`src/rtl/uart_waveform_receiver_if.sv`:
```
// Signal bundle between the waveform UART receiver (master) and its consumer (slave).
interface uart_waveform_receiver_if;
    logic        uart;
    logic        sample_valid;
    logic [13:0] sample_data;
    logic [7:0]  sample_index;
    logic        frame_done;
    logic [23:0] pulse_height;
    logic        byte_valid;
    logic [7:0]  rx_byte;
    logic        err_frame;
    logic        err_format;
    logic        err_index;
    logic        err_gap;

    modport master (
        input  uart,
        output sample_valid, sample_data, sample_index, frame_done, pulse_height,
        output byte_valid, rx_byte, err_frame, err_format, err_index, err_gap
    );

    modport slave (
        output uart,
        input  sample_valid, sample_data, sample_index, frame_done, pulse_height,
        input  byte_valid, rx_byte, err_frame, err_format, err_index, err_gap
    );
endinterface

```
`src/rtl/uart_waveform_receiver.sv`:
```
// 8N1 UART byte receiver feeding a frame assembler: 32 records of {sample, index}
// followed by a 24-bit pulse-height trailer, with framing, format, index and gap checks.
//
// state | meaning
// IDLE  | line idle, waiting for a falling edge; gap timer runs mid-frame
// START | waiting half a bit to confirm the start bit
// DATA  | sampling 8 data bits, LSB first
// STOP  | sampling the stop bit
module uart_waveform_receiver #(
    parameter int CLKS_PER_BIT = 4,
    parameter int GAP_CLKS     = 64
) (
    input  logic                     clk,
    input  logic                     reset_n,
    uart_waveform_receiver_if.master bus
);
    localparam int TW = 10;
    localparam int GW = $clog2(GAP_CLKS + 1);
    localparam logic [TW-1:0] BIT_LOAD  = TW'(CLKS_PER_BIT - 1);
    localparam logic [TW-1:0] HALF_LOAD = TW'(CLKS_PER_BIT / 2 - 1);
    localparam logic [GW-1:0] GAP_LOAD  = GW'(GAP_CLKS - 1);
    localparam logic [5:0]    REC_TRAILER = 6'd32;

    typedef enum logic [1:0] {IDLE, START, DATA, STOP} state_t;

    state_t      state_q, state_d;
    logic        sync1_q, sync1_d, sync2_q, sync2_d, rx_prev_q, rx_prev_d;
    logic [TW-1:0] bit_tmr_q, bit_tmr_d;
    logic [2:0]  bit_cnt_q, bit_cnt_d;
    logic [7:0]  shift_q, shift_d;
    logic [GW-1:0] gap_tmr_q, gap_tmr_d;
    logic [5:0]  rec_cnt_q, rec_cnt_d;
    logic [1:0]  byte_cnt_q, byte_cnt_d;
    logic [7:0]  byte0_q, byte0_d, byte1_q, byte1_d;
    logic        byte_valid_q, byte_valid_d;
    logic [7:0]  rx_byte_q, rx_byte_d;
    logic        sample_valid_q, sample_valid_d;
    logic [13:0] sample_data_q, sample_data_d;
    logic [7:0]  sample_index_q, sample_index_d;
    logic        frame_done_q, frame_done_d;
    logic [23:0] pulse_height_q, pulse_height_d;
    logic        err_frame_q, err_frame_d, err_format_q, err_format_d;
    logic        err_index_q, err_index_d, err_gap_q, err_gap_d;
    logic        fall, asm_busy;

    assign fall     = rx_prev_q & ~sync2_q;
    assign asm_busy = (rec_cnt_q != 6'd0) || (byte_cnt_q != 2'd0);

    always_comb begin
        state_d        = state_q;
        sync1_d        = bus.uart;
        sync2_d        = sync1_q;
        rx_prev_d      = sync2_q;
        bit_tmr_d      = bit_tmr_q;
        bit_cnt_d      = bit_cnt_q;
        shift_d        = shift_q;
        gap_tmr_d      = GAP_LOAD;
        rec_cnt_d      = rec_cnt_q;
        byte_cnt_d     = byte_cnt_q;
        byte0_d        = byte0_q;
        byte1_d        = byte1_q;
        byte_valid_d   = 1'b0;
        rx_byte_d      = rx_byte_q;
        sample_valid_d = 1'b0;
        sample_data_d  = sample_data_q;
        sample_index_d = sample_index_q;
        frame_done_d   = 1'b0;
        pulse_height_d = pulse_height_q;
        err_frame_d    = 1'b0;
        err_format_d   = 1'b0;
        err_index_d    = 1'b0;
        err_gap_d      = 1'b0;

        // Frame assembler consumes each good byte in its byte_valid cycle.
        if (byte_valid_q) begin
            case (byte_cnt_q)
                2'd0: begin
                    byte0_d      = rx_byte_q;
                    err_format_d = (rec_cnt_q != REC_TRAILER) && (rx_byte_q[7:6] != 2'b00);
                    byte_cnt_d   = 2'd1;
                end
                2'd1: begin
                    byte1_d    = rx_byte_q;
                    byte_cnt_d = 2'd2;
                end
                default: begin
                    byte_cnt_d = 2'd0;
                    if (rec_cnt_q == REC_TRAILER) begin
                        pulse_height_d = {byte0_q, byte1_q, rx_byte_q};
                        frame_done_d   = 1'b1;
                        rec_cnt_d      = 6'd0;
                    end else begin
                        sample_valid_d = 1'b1;
                        sample_data_d  = {byte0_q[5:0], byte1_q};
                        sample_index_d = rx_byte_q;
                        err_index_d    = (rx_byte_q != {2'b00, rec_cnt_q});
                        rec_cnt_d      = rec_cnt_q + 6'd1;
                    end
                end
            endcase
        end

        case (state_q)
            IDLE: begin
                if (asm_busy) begin
                    if (gap_tmr_q == '0) begin
                        err_gap_d  = 1'b1;
                        rec_cnt_d  = 6'd0;
                        byte_cnt_d = 2'd0;
                    end else begin
                        gap_tmr_d = gap_tmr_q - GW'(1);
                    end
                end
                if (fall) begin
                    gap_tmr_d = GAP_LOAD;
                    bit_tmr_d = HALF_LOAD;
                    state_d   = START;
                end
            end
            START: begin
                if (bit_tmr_q == '0) begin
                    bit_tmr_d = BIT_LOAD;
                    bit_cnt_d = 3'd0;
                    state_d   = sync2_q ? IDLE : DATA;
                end else begin
                    bit_tmr_d = bit_tmr_q - TW'(1);
                end
            end
            DATA: begin
                if (bit_tmr_q == '0) begin
                    shift_d   = {sync2_q, shift_q[7:1]};
                    bit_tmr_d = BIT_LOAD;
                    bit_cnt_d = bit_cnt_q + 3'd1;
                    if (bit_cnt_q == 3'd7) state_d = STOP;
                end else begin
                    bit_tmr_d = bit_tmr_q - TW'(1);
                end
            end
            default: begin
                if (bit_tmr_q == '0) begin
                    state_d = IDLE;
                    if (sync2_q) begin
                        byte_valid_d = 1'b1;
                        rx_byte_d    = shift_q;
                    end else begin
                        err_frame_d = 1'b1;
                        rec_cnt_d   = 6'd0;
                        byte_cnt_d  = 2'd0;
                    end
                end else begin
                    bit_tmr_d = bit_tmr_q - TW'(1);
                end
            end
        endcase
    end

    always_ff @(posedge clk) begin
        if (!reset_n) begin
            state_q        <= IDLE;
            sync1_q        <= 1'b1;
            sync2_q        <= 1'b1;
            rx_prev_q      <= 1'b1;
            bit_tmr_q      <= '0;
            bit_cnt_q      <= '0;
            shift_q        <= '0;
            gap_tmr_q      <= '0;
            rec_cnt_q      <= '0;
            byte_cnt_q     <= '0;
            byte0_q        <= '0;
            byte1_q        <= '0;
            byte_valid_q   <= 1'b0;
            rx_byte_q      <= '0;
            sample_valid_q <= 1'b0;
            sample_data_q  <= '0;
            sample_index_q <= '0;
            frame_done_q   <= 1'b0;
            pulse_height_q <= '0;
            err_frame_q    <= 1'b0;
            err_format_q   <= 1'b0;
            err_index_q    <= 1'b0;
            err_gap_q      <= 1'b0;
        end else begin
            state_q        <= state_d;
            sync1_q        <= sync1_d;
            sync2_q        <= sync2_d;
            rx_prev_q      <= rx_prev_d;
            bit_tmr_q      <= bit_tmr_d;
            bit_cnt_q      <= bit_cnt_d;
            shift_q        <= shift_d;
            gap_tmr_q      <= gap_tmr_d;
            rec_cnt_q      <= rec_cnt_d;
            byte_cnt_q     <= byte_cnt_d;
            byte0_q        <= byte0_d;
            byte1_q        <= byte1_d;
            byte_valid_q   <= byte_valid_d;
            rx_byte_q      <= rx_byte_d;
            sample_valid_q <= sample_valid_d;
            sample_data_q  <= sample_data_d;
            sample_index_q <= sample_index_d;
            frame_done_q   <= frame_done_d;
            pulse_height_q <= pulse_height_d;
            err_frame_q    <= err_frame_d;
            err_format_q   <= err_format_d;
            err_index_q    <= err_index_d;
            err_gap_q      <= err_gap_d;
        end
    end

    assign bus.sample_valid = sample_valid_q;
    assign bus.sample_data  = sample_data_q;
    assign bus.sample_index = sample_index_q;
    assign bus.frame_done   = frame_done_q;
    assign bus.pulse_height = pulse_height_q;
    assign bus.byte_valid   = byte_valid_q;
    assign bus.rx_byte      = rx_byte_q;
    assign bus.err_frame    = err_frame_q;
    assign bus.err_format   = err_format_q;
    assign bus.err_index    = err_index_q;
    assign bus.err_gap      = err_gap_q;
endmodule

```
`src/flat_wrapper.sv`:
```
// flat-port wrapper written by rule: the top's interface ports become plain ports
module uart_waveform_receiver_flat 
#(
    parameter int CLKS_PER_BIT = 4,
    parameter int GAP_CLKS     = 64
)
  (clk, reset_n, bus_uart, bus_sample_valid, bus_sample_data, bus_sample_index, bus_frame_done, bus_pulse_height, bus_byte_valid, bus_rx_byte, bus_err_frame, bus_err_format, bus_err_index, bus_err_gap);
  uart_waveform_receiver_if bus_i ();
  input  logic clk;
  input  logic reset_n;
  input wire logic [$bits(bus_i.uart)-1:0] bus_uart;
  output wire logic [$bits(bus_i.sample_valid)-1:0] bus_sample_valid;
  output wire logic [$bits(bus_i.sample_data)-1:0] bus_sample_data;
  output wire logic [$bits(bus_i.sample_index)-1:0] bus_sample_index;
  output wire logic [$bits(bus_i.frame_done)-1:0] bus_frame_done;
  output wire logic [$bits(bus_i.pulse_height)-1:0] bus_pulse_height;
  output wire logic [$bits(bus_i.byte_valid)-1:0] bus_byte_valid;
  output wire logic [$bits(bus_i.rx_byte)-1:0] bus_rx_byte;
  output wire logic [$bits(bus_i.err_frame)-1:0] bus_err_frame;
  output wire logic [$bits(bus_i.err_format)-1:0] bus_err_format;
  output wire logic [$bits(bus_i.err_index)-1:0] bus_err_index;
  output wire logic [$bits(bus_i.err_gap)-1:0] bus_err_gap;
  assign bus_i.uart = bus_uart;
  assign bus_sample_valid = bus_i.sample_valid;
  assign bus_sample_data = bus_i.sample_data;
  assign bus_sample_index = bus_i.sample_index;
  assign bus_frame_done = bus_i.frame_done;
  assign bus_pulse_height = bus_i.pulse_height;
  assign bus_byte_valid = bus_i.byte_valid;
  assign bus_rx_byte = bus_i.rx_byte;
  assign bus_err_frame = bus_i.err_frame;
  assign bus_err_format = bus_i.err_format;
  assign bus_err_index = bus_i.err_index;
  assign bus_err_gap = bus_i.err_gap;
  uart_waveform_receiver #(.CLKS_PER_BIT(CLKS_PER_BIT), .GAP_CLKS(GAP_CLKS)) u_core (.clk(clk), .reset_n(reset_n), .bus(bus_i));
endmodule
```
`config.mk`:
```
export PLATFORM = sky130hd
export DESIGN_NAME = uart_waveform_receiver_flat
export DESIGN_NICKNAME = d
export VERILOG_FILES = /design/src/rtl/uart_waveform_receiver_if.sv /design/src/rtl/uart_waveform_receiver.sv /design/src/flat_wrapper.sv
export SDC_FILE = /design/constraint.sdc
export NUM_CORES = 1
export LEC_CHECK = 0
export ABC_AREA = 0
export BUFFER_PORTS_ARGS = -buffer_cell sky130_fd_sc_hd__buf_2
export CORE_MARGIN = 5
export CORE_UTILIZATION = 30
export CTS_CLUSTER_DIAMETER = 60
export CTS_CLUSTER_SIZE = 28
export DETAILED_ROUTE_END_ITERATION = 6
export PLACE_DENSITY_LB_ADDON = 0.2
export SETUP_SLACK_MARGIN = 0.05
export SKIP_LAST_GASP = 1
export SYNTH_ARGS = -nofsm -noshare
export SYNTH_HDL_FRONTEND = slang
export SYNTH_SLANG_ARGS = --single-unit
```
`constraint.sdc`:
```
create_clock -name clk -period 1.7 [get_ports clk]
set_input_delay 0.34 -clock clk [delete_from_list [all_inputs] [get_ports clk]]
set_output_delay 0.34 -clock clk [all_outputs]
set_load 0.02 [all_outputs]
```
== After elaboration in Yosys (flattened, before gate mapping) ==
Cells that the tools add are included.

* Equal/unequal tests: 12
* Mux-type cells: 38
* Reductions and logical operators: 29
* Add/sub/neg operators: 4
* Bitwise logic cells: 10

{| class="wikitable"
|+ Operators with widths
! cell !! count
|-
| $mux W6 || 11
|-
| $mux W10 || 3
|-
| $mux W2 || 11
|-
| $pmux W10 S2 || 1
|-
| $reduce_and A3 Y1 || 6
|-
| $reduce_or A5 Y1 || 3
|-
| $pmux W6 S2 || 1
|-
| $logic_not A10 Y1 || 1
|-
| $sub A10 B1 Y10 const B || 1
|-
| $not A1 Y1 || 9
|-
| $ne A2 B1 Y1 const B || 4
|-
| $ne A8 B6 Y1 || 1
|-
| $pmux W2 S2 || 2
|-
| $reduce_and A2 Y1 || 4
|-
| $reduce_bool A2 Y1 || 4
|-
| $logic_not A7 Y1 || 1
|-
| $sub A7 B1 Y7 const B || 1
|-
| $add A6 B1 Y6 const B || 1
|-
| $eq A6 B6 Y1 const B || 1
|-
| $mux W3 || 2
|-
| $ne A6 B6 Y1 const B || 1
|-
| $pmux W2 S3 || 1
|-
| $pmux W3 S2 || 1
|-
| $reduce_bool A6 Y1 || 1
|-
| other kinds (14) || 21
|}

* Word-level logic and storage cells: 117
* Input bits: 3
* Flip-flop bits (word level): 118

== Longest topological paths before layout ==
Gate-level depths: netlist (run 1).

* Word-level depth: 7
* Mapped depth: 8
* Mapped depth without buffers: 6

== Least setup slack after synthesis (run 1) ==
OpenSTA, ideal clock, no wires.

* Path type: register to register
* Start point: register u_core.bit_tmr_q[0]
* End point: register u_core.bit_tmr_q[8]
* Setup slack: -0.111 ns
* Path buffers: 1
* Arrival: 1.741 ns
* Library setup time: 0.070 ns
* Cell stages (with the launch flop): 8
* Cells stage by stage: dfxtp_1 -> inv_1 -> ha_1 -> or3b_1 -> clkbuf_1 -> a21oi_1 -> or4b_1 -> a21oi_1

* Longest elaborated chain between the ends: 3
* Elaborated cells between the ends (all ways): 7
* Those cells by class: add/sub: 1; eq/ne: 1; mux: 3; reduce/logical: 2

{| class="wikitable"
|+ Ends and longest elaborated chain
! what !! RTL line !! text
|-
| start: declaration || uart_waveform_receiver.sv:28 || <nowiki>logic [TW-1:0] bit_tmr_q, bit_tmr_d;</nowiki>
|-
| start signal: assignment || uart_waveform_receiver.sv:187 || <nowiki>bit_tmr_q <= bit_tmr_d;</nowiki>
|-
| $sub A10 B1 Y10 / $logic_not A10 Y1 (equally long branches) || n/a ||
|-
| $mux W10, or another cell as far along || uart_waveform_receiver.sv:140 || <nowiki>if (bit_tmr_q == '0) begin</nowiki>
|-
| $pmux W10 S2 / $reduce_and A2 Y1 (equally long branches) || n/a ||
|}

Parallel ways exist; a longest one is shown, timed or not. The select of a mux whose other input is x is not followed.
A chain may end at the register's enable or synchronous reset.

== Final worst setup path (run 1) ==
* Start point: register u_core.rec_cnt_q[0]
* End point: register u_core.rec_cnt_q[0]

* Longest elaborated chain between the ends: 7
* Elaborated cells between the ends (all ways): 12
* Those cells by class: add/sub: 1; eq/ne: 1; mux: 8; reduce/logical: 2

{| class="wikitable"
|+ Ends and longest elaborated chain
! what !! RTL line !! text
|-
| start: declaration || uart_waveform_receiver.sv:32 || <nowiki>logic [5:0] rec_cnt_q, rec_cnt_d;</nowiki>
|-
| start signal: assignment || uart_waveform_receiver.sv:191 || <nowiki>rec_cnt_q <= rec_cnt_d;</nowiki>
|-
| $add A6 B1 Y6 / $eq A6 B6 Y1 (equally long branches) || uart_waveform_receiver.sv:97, uart_waveform_receiver.sv:88 ||
|-
| $mux W6 || uart_waveform_receiver.sv:88 || <nowiki>if (rec_cnt_q == REC_TRAILER) begin</nowiki>
|-
| $mux W6 || uart_waveform_receiver.sv:76 || <nowiki>case (byte_cnt_q)</nowiki>
|-
| $mux W6 || uart_waveform_receiver.sv:75 || <nowiki>if (byte_valid_q) begin</nowiki>
|-
| $mux W6 (on tied branches) || uart_waveform_receiver.sv:142, uart_waveform_receiver.sv:106 ||
|-
| $mux W6 (on tied branches) || uart_waveform_receiver.sv:140, uart_waveform_receiver.sv:105 ||
|-
| $pmux W6 S2 * || uart_waveform_receiver.sv:103 || <nowiki>case (state_q)</nowiki>
|}

Every way passes the cells marked *; elsewhere a longest branch is shown, timed or not.

==> results.cfg, run 1 <==
[run_status]
status = complete, but fails checks
violations = setup timing

[timing]
fmax_mhz = 580
rsz0062_at_grt = yes
post-route-period-util = 1.01
layout_min_cycle_time_ns = 1.72
slew_headroom = 0.704
hold_viol_final = 0
skew_ns = 0.00909
setup_slack_ns = -0.0240
tightest_slew_ns = 0.443
maxSlewViolCount = 0
setup_viol = 10

[floorplan]
core.rowCount = 46
die_w_um = 137
io_pins = 64
initial_core_util = 0.306
core_area_um2 = 15900
fp.dieH_um = 137
die_area_um2 = 18800

[clocking]
h-tree-depth = 4
cts-root-buf = clkbuf_16
hold_buffers = 0
worst_skew_pair.late_latency_ns = 0.41
clk_pin_slew_worst_paths_ns = 0.05
cts_buffers = 17
clock_path_buffers = 2
cts_tree = yes
clock_sinks = 118

[route]
drc = 0
dr_total_vias = 4332
postRouteAntennaNets = 0
drt_wl_total_mm = 13.9
wire_per_inst_um = 15.4
drt_iter0_markers = 204
firstDrtPassIters = 4
via_per_inst = 4.82

[power_and_ir_drop]
power.switching_uw = 2440
seq_power_share = 0.355
intPower_uw = 5940
ir_drop_mv = 0.690
power_leakage_uw = 0.00297
swShare = 0.291
power_density_nw_per_um2 = 1180
p_clk_frac = 0.416
pwr-share-comb = 0.229

[synthesis]
synth.area.top_cells = dfxtp_1, nand2_1, a21oi_1, mux2i_1, nor2_1
synth_top_area_cell = dfxtp_1
synthCells = 549
syn-num-nets = 563
yosys_most_used_dff = dfxtp_1
yosysWarningCount = 0
ys_ff_latch = 118
ys_seq_area_frac = 0.487
synth_edf_count = 0
async_flop_share = 0
syn-cell-area_um2 = 4850
synth_cell_types = 57
synth_top_area_frac = 0.487
avgSynthCellArea_um2 = 8.84

[layout]
fillers = 1563
fin_util = 0.448
drive_gt1_frac = 0.422
final_cell_mix = dfxtp_1, nand2_1, buf_2
antenna_cells = 0
final_nets = 684
syn2layout_area_growth_pct = 46.6
final_common_cell = dfxtp_1

[grt]
antenna_found_initial = 0
grt_pass1_vias = 4229
track_usage = 0.144
grt_max_degree = 51
grt_first_pass_wirelength_mm = 21.1
grt_overflow = 0

[placed_design]
io_buffers = 63
pre_cts_ws_ns = -0.105
gp_congestion = 0.841
dp.final_hpwl_mm = 8.91

[setup_path]
crit_type = reg -> reg
critPathMaxFanout = 7
crit_path_end_kind = flop
critPathLaunchType = flop
arrival_ns = 2.06
cp.required_ns = 2.04

[flow_run]
maxCapViolations = 0

[hold_path]
worstHoldPathType = in -> reg
## logic make-up (layout without fill, tap and decap cells)
family,count (synthesis),after routing,share of synthesized area
AND/OR/NAND/NOR,229,229,0.232
adder cells (fa/ha/maj),11,11,0.0284
flip-flops,118,118,0.487
AO/OA/AOI/OAI,106,106,0.131
buffers and inverters,44,178,0.0405
XOR/XNOR,13,13,0.0235
multiplexers,28,28,0.0580
## path summary, 6_finish.rpt
path / slack, ns / cells after the start / start / end
max: -0.02 / 7 / u_core.rec_cnt_q[0]$_SDFF_PN0_ / u_core.rec_cnt_q[0]$_SDFF_PN0_
min reg2reg: 0.41 / 1 / u_core.sync1_q$_SDFF_PN1_ / u_core.rx_prev_d$_SDFF_PN1_
min: 0.11 / 2 / bus_uart / u_core.sync1_q$_SDFF_PN1_
max reg2reg: -0.02 / 7 / u_core.rec_cnt_q[0]$_SDFF_PN0_ / u_core.rec_cnt_q[0]$_SDFF_PN0_
## registers in the layout (all words and copies together), names as in the netlist, 3 cells and up
register                 cells
u_core.bus.sample_index      8
u_core.bus.sample_data      14
u_core.shift_q               8
u_core.bus.pulse_height     24
u_core.byte0_q               8
u_core.bit_cnt_q             3
u_core.gap_tmr_q             7
u_core.rec_cnt_q             6
u_core.byte1_q               8
u_core.bit_tmr_q            10
u_core.bus.rx_byte           8
## critical path, stage by stage, from the launching register on
cell and delay, ns:
dfxtp_2 0.32, inv_2 0.07, ha_4 0.12, or4b_4 0.48
o211ai_1 0.24, a21oi_1 0.10, buf_4 0.18, nor3_2 0.14
## power groups by stage
| stage | Clock (µW) | Combinational [µW] | Sequential (µW) |
|---|---|---|---|
| after floorplan | 0 | 999 | 3020 |
| after CTS | 3560 | 1740 | 2970 |
| after global placement | 0 | 1610 | 3020 |
| after global routing | 3700 | 2080 | 2990 |
| final | 3490 | 1920 | 2980 |
| after detailed placement | 0 | 1630 | 3030 |
## routing by layer
metal  track usage  vias up  share of wire
met5             0        -              0
met4        0.0532        0          0.011
met3        0.0343       10          0.035
met2         0.246       64           0.51
met1         0.175     2113           0.45
li1              -     2145              -
## through the flow
step | instances | hold slack [ns] | instance area [µm²] | power [µW] | TNS (ns)
after global routing | 899 | 0.121 | 7110 | 8770 | -1.82
after global placement | 848 | 0.397 | 5770 | 4640 | -0.461
final | 899 | 0.115 | 7110 | 8380 | -0.144
after detailed placement | 848 | 0.401 | 5770 | 4650 | -1.78
after floorplan | 549 | 0.386 | 4870 | 4020 | 0
after CTS | 894 | 0.102 | 6590 | 8260 | -0.920
## synth_stat cells (all sizes together), types with 7 or more instances
library cell,instances
o21ai,7
ha,11
buf,13
a21oi,72
nand3,15
nor2,37
dfxtp,118
nor3,14
inv,12
clkbuf,19
mux2i,27
xor2,8
nand2,111
## area by class of cell
class / count / area, µm² / share of cell area
Inverter: 12 / 45.0 / 0.00633
Clock inverter: 15 / 155 / 0.0218
Sequential cell: 118 / 2380 / 0.334
Multi-Input combinational cell: 387 / 2810 / 0.394
Tap cell: 216 / 270 / 0.0380
Clock buffer: 17 / 425 / 0.0598
Timing Repair Buffer: 134 / 1040 / 0.146
## repair_timing
item / in CTS / in global routing
setup endpoints to repair: 57 / 89
cloned: 1 / 4
pin swaps: 12 / 66
gates resized for setup: 23 / 114
buffers inserted: 13 / 3
Note: power is estimated with default switching activity, not from simulation.
==> run 2: changes to the inputs <==
--- a/config.mk
+++ b/config.mk
@@ -5,11 +5,10 @@
 export SDC_FILE = /design/constraint.sdc
 export NUM_CORES = 1
 export LEC_CHECK = 0
-export ABC_AREA = 0
+export ABC_AREA = 1
 export BUFFER_PORTS_ARGS = -buffer_cell sky130_fd_sc_hd__buf_2
 export CORE_MARGIN = 5
 export CORE_UTILIZATION = 30
-export CTS_CLUSTER_DIAMETER = 60
 export CTS_CLUSTER_SIZE = 28
 export DETAILED_ROUTE_END_ITERATION = 6
 export PLACE_DENSITY_LB_ADDON = 0.2
==> run 2 against run 1 <==
Effect of this change: the flow now finishes without violations; non-clock buffer count is 44 lower; total power is 3.0% lower; sequential power is 1% higher; sequential share of layout area is 4.8 points higher; die area hardly changed; sequential cell count stayed put; clock power hardly changed; core utilization is 5.8 points lower; synthesized cell count is 12% higher; worst setup slack better by 0.15 ns; area after synthesis hardly changed; hold slack better by 0.0028 ns; critical endpoint is now u_core.bus.pulse_height[23]$_SDFFE_PN0P_; largest power group unchanged.
==> results.cfg, run 2 <==
[setup_path]
crit_path_end_kind = flop
critPathMaxFanout = 5
critPathLaunchType = flop
reg2reg_to = u_core.bus.pulse_height[23]$_SDFFE_PN0P_
reg2reg_from = u_core.rec_cnt_q[0]$_SDFF_PN0_
cp.required_ns = 2.05
arrival_ns = 1.93
worstRegToRegCells = 10
crit_type = reg -> reg
rrSetupSlack_ns = 0.13

[run_status]
status = complete, no violations

[floorplan]
initial_core_util = 0.305
fp.dieH_um = 137
die_w_um = 137
die_area_um2 = 18800
core_area_um2 = 15900
core.rowCount = 46
io_pins = 64

[clocking]
clk_pin_slew_worst_paths_ns = 0.06
cts_buffers = 17
hold_buffers = 0
cts_tree = yes
cts-root-buf = clkbuf_16
h-tree-depth = 4
clock_sinks = 118
clock_path_buffers = 2
worst_skew_pair.late_latency_ns = 0.42

[power_and_ir_drop]
pwr-share-comb = 0.200
p_clk_frac = 0.429
intPower_uw = 5610
power.switching_uw = 2520
power_leakage_uw = 0.00284
seq_power_share = 0.371
power_density_nw_per_um2 = 1310
ir_drop_mv = 0.672
swShare = 0.310

[grt]
antenna_found_initial = 0
grt_max_degree = 37
grt_pass1_vias = 3895
track_usage = 0.139
grt_overflow = 0
grt_first_pass_wirelength_mm = 20.3

[timing]
skew_ns = 0.0118
hold_viol_final = 0
tightest_slew_ns = 0.360
tns_ns = 0
post-route-period-util = 0.926
slew_headroom = 0.759
fmax_mhz = 635
rsz0062_at_grt = yes
maxSlewViolCount = 0
layout_min_cycle_time_ns = 1.57
setup_viol = 0

[placed_design]
io_buffers = 63
placed_area_um2 = 5470
gp_congestion = 0.865
dp.cells = 886
dp.final_hpwl_mm = 9.16

[route]
dr_total_vias = 4225
drt_wl_total_mm = 13.0
via_per_inst = 4.56
wire_per_inst_um = 14.0
postRouteAntennaNets = 0
firstDrtPassIters = 4
drc = 0
drt_iter0_markers = 312

[synthesis]
synth_top_area_cell = dfxtp_1
synth_cell_types = 37
yosysMostFrequentCell = dfxtp_1
synth_edf_count = 0
async_flop_share = 0
ys_top_cells_by_count = dfxtp_1, nor2_1, o21ai_0, nand2_1, a21oi_1
synthCells = 614
synth.area.top_cells = dfxtp_1, nor2_1, o21ai_0, a21oi_1, nand2_1
ys_seq_area_frac = 0.487
syn-num-nets = 628
syn-cell-area_um2 = 4850
yosysWarningCount = 0
ys_ff_latch = 118
yosys_most_used_dff = dfxtp_1
avgSynthCellArea_um2 = 7.90
synth_top_area_frac = 0.487

[layout]
syn2layout_area_growth_pct = 27.7
final_nets = 712
final_common_cell = dfxtp_1
finalNonFillerCells = 927
antenna_cells = 0
final_cell_mix = dfxtp_1, nor2_1, o21ai_0
design_area_um2 = 6200
drive_gt1_frac = 0.232
largest_reg_flops = 24

[flow_run]
maxCapViolations = 0

[hold_path]
whs_path_depth = 2
worstHoldPathType = in -> reg
min_from = bus_uart
hold_end = u_core.sync1_q$_SDFF_PN1_
==> run 2: changes by cell type in the layout (fill, tap and decap cells not counted), moves of 8 or more <==
| cell | previous run | this run |
|---|---|---|
| nand2_1 | 78 | 61 |
| buf_4 | 56 | 19 |
| nor2_1 | 36 | 114 |
| inv_1 | 6 | 48 |
| a21oi_2 | 35 | 2 |
| mux2i_1 | 27 | 0 |
| o21ai_0 | 2 | 73 |
| nand4_1 | 5 | 13 |
| a21oi_1 | 37 | 51 |
| o21ai_1 | 4 | 15 |
| nand2_4 | 19 | 3 |
| nand2_2 | 14 | 6 |
==> run 2: worst max-delay path by stage <==
stage,slack (ns),startpoint,end
after floorplan,0.27,u_core.rec_cnt_q[0]$_SDFF_PN0_,u_core.bus.pulse_height[15]$_SDFFE_PN0P_
after global placement,0.1,u_core.rec_cnt_q[0]$_SDFF_PN0_,u_core.rec_cnt_q[2]$_SDFF_PN0_
after detailed placement,0.04,u_core.rec_cnt_q[0]$_SDFF_PN0_,u_core.bus.pulse_height[9]$_SDFFE_PN0P_
after CTS,0.04,u_core.rec_cnt_q[0]$_SDFF_PN0_,u_core.bus.pulse_height[1]$_SDFFE_PN0P_
after global routing,0.03,u_core.rec_cnt_q[0]$_SDFF_PN0_,u_core.bus.pulse_height[16]$_SDFFE_PN0P_
final,0.13,u_core.rec_cnt_q[0]$_SDFF_PN0_,u_core.bus.pulse_height[23]$_SDFFE_PN0P_
==> run 2: power groups by stage <==
stage | clock, µW | sequential [µW] | combinational (µW)
floorplan | 0 | 3060 | 1300
global placement | 0 | 3070 | 1580
detailed placement | 0 | 3080 | 1600
CTS | 3550 | 3020 | 1610
global route | 3680 | 3040 | 1810
finish | 3490 | 3020 | 1620
==> run 2: area by class of cell <==
type                    count  area, µm²
fillers                  1658       9690
flip-flops and latches    118       2360
multi-input cells         412       2140
repair buffers             90        611
clock buffers              17        425
well taps                 216        270
inverters                  59        229
clock inverters            15        155
==> run 2: metrics by stage <==
stage	power (µW)	utilization	hold WS (ns)	setup slack [ns]
floorplan	4360	-	0.393	0.273
global route	8530	0.390	0.0989	0.0309
global placement	4650	0.344	0.394	0.0971
finish	8130	0.390	0.117	0.126
CTS	8180	0.381	0.0979	0.0410
detailed placement	4680	0.344	0.399	0.0412
==> run 2: worst max-delay path, cell delays in order (launching register included) <==
cell and delay (ns):
dfxtp_2 0.34, inv_2 0.07, ha_2 0.17, nand3_2 0.09, nor2_4 0.11, nand2_4 0.10, nor2_8 0.18, buf_12 0.14
clkbuf_16 0.14, o21ai_0 0.08, nor2_1 0.10
==> run 2: per-layer routing <==
layer | vias to the layer above | routed length (µm) | GRT usage
li1 | 2188 | - | -
met1 | 1948 | 6280 | 0.185
met2 | 79 | 5880 | 0.210
met3 | 10 | 702 | 0.0424
met4 | 0 | 141 | 0.0532
met5 | - | 0 | 0
==> run 2: cell families (layout without fill, tap and decap cells) <==
group	Yosys count	after routing	synth area share
XOR/XNOR	7	7	0.0126
buffers and inverters	84	181	0.0761
AO/OA/AOI/OAI	153	153	0.164
AND/OR/NAND/NOR	241	241	0.232
flip-flops	118	118	0.487
adder cells (fa/ha/maj)	11	11	0.0284
==> run 2: timing repair <==
action	in CTS	in global routing
gates cloned	0	3
pin swaps	0	3
resized for setup	1	13
endpoints found under the hold margin	0	0
setup endpoints to repair	10	65
setup buffers	0	6
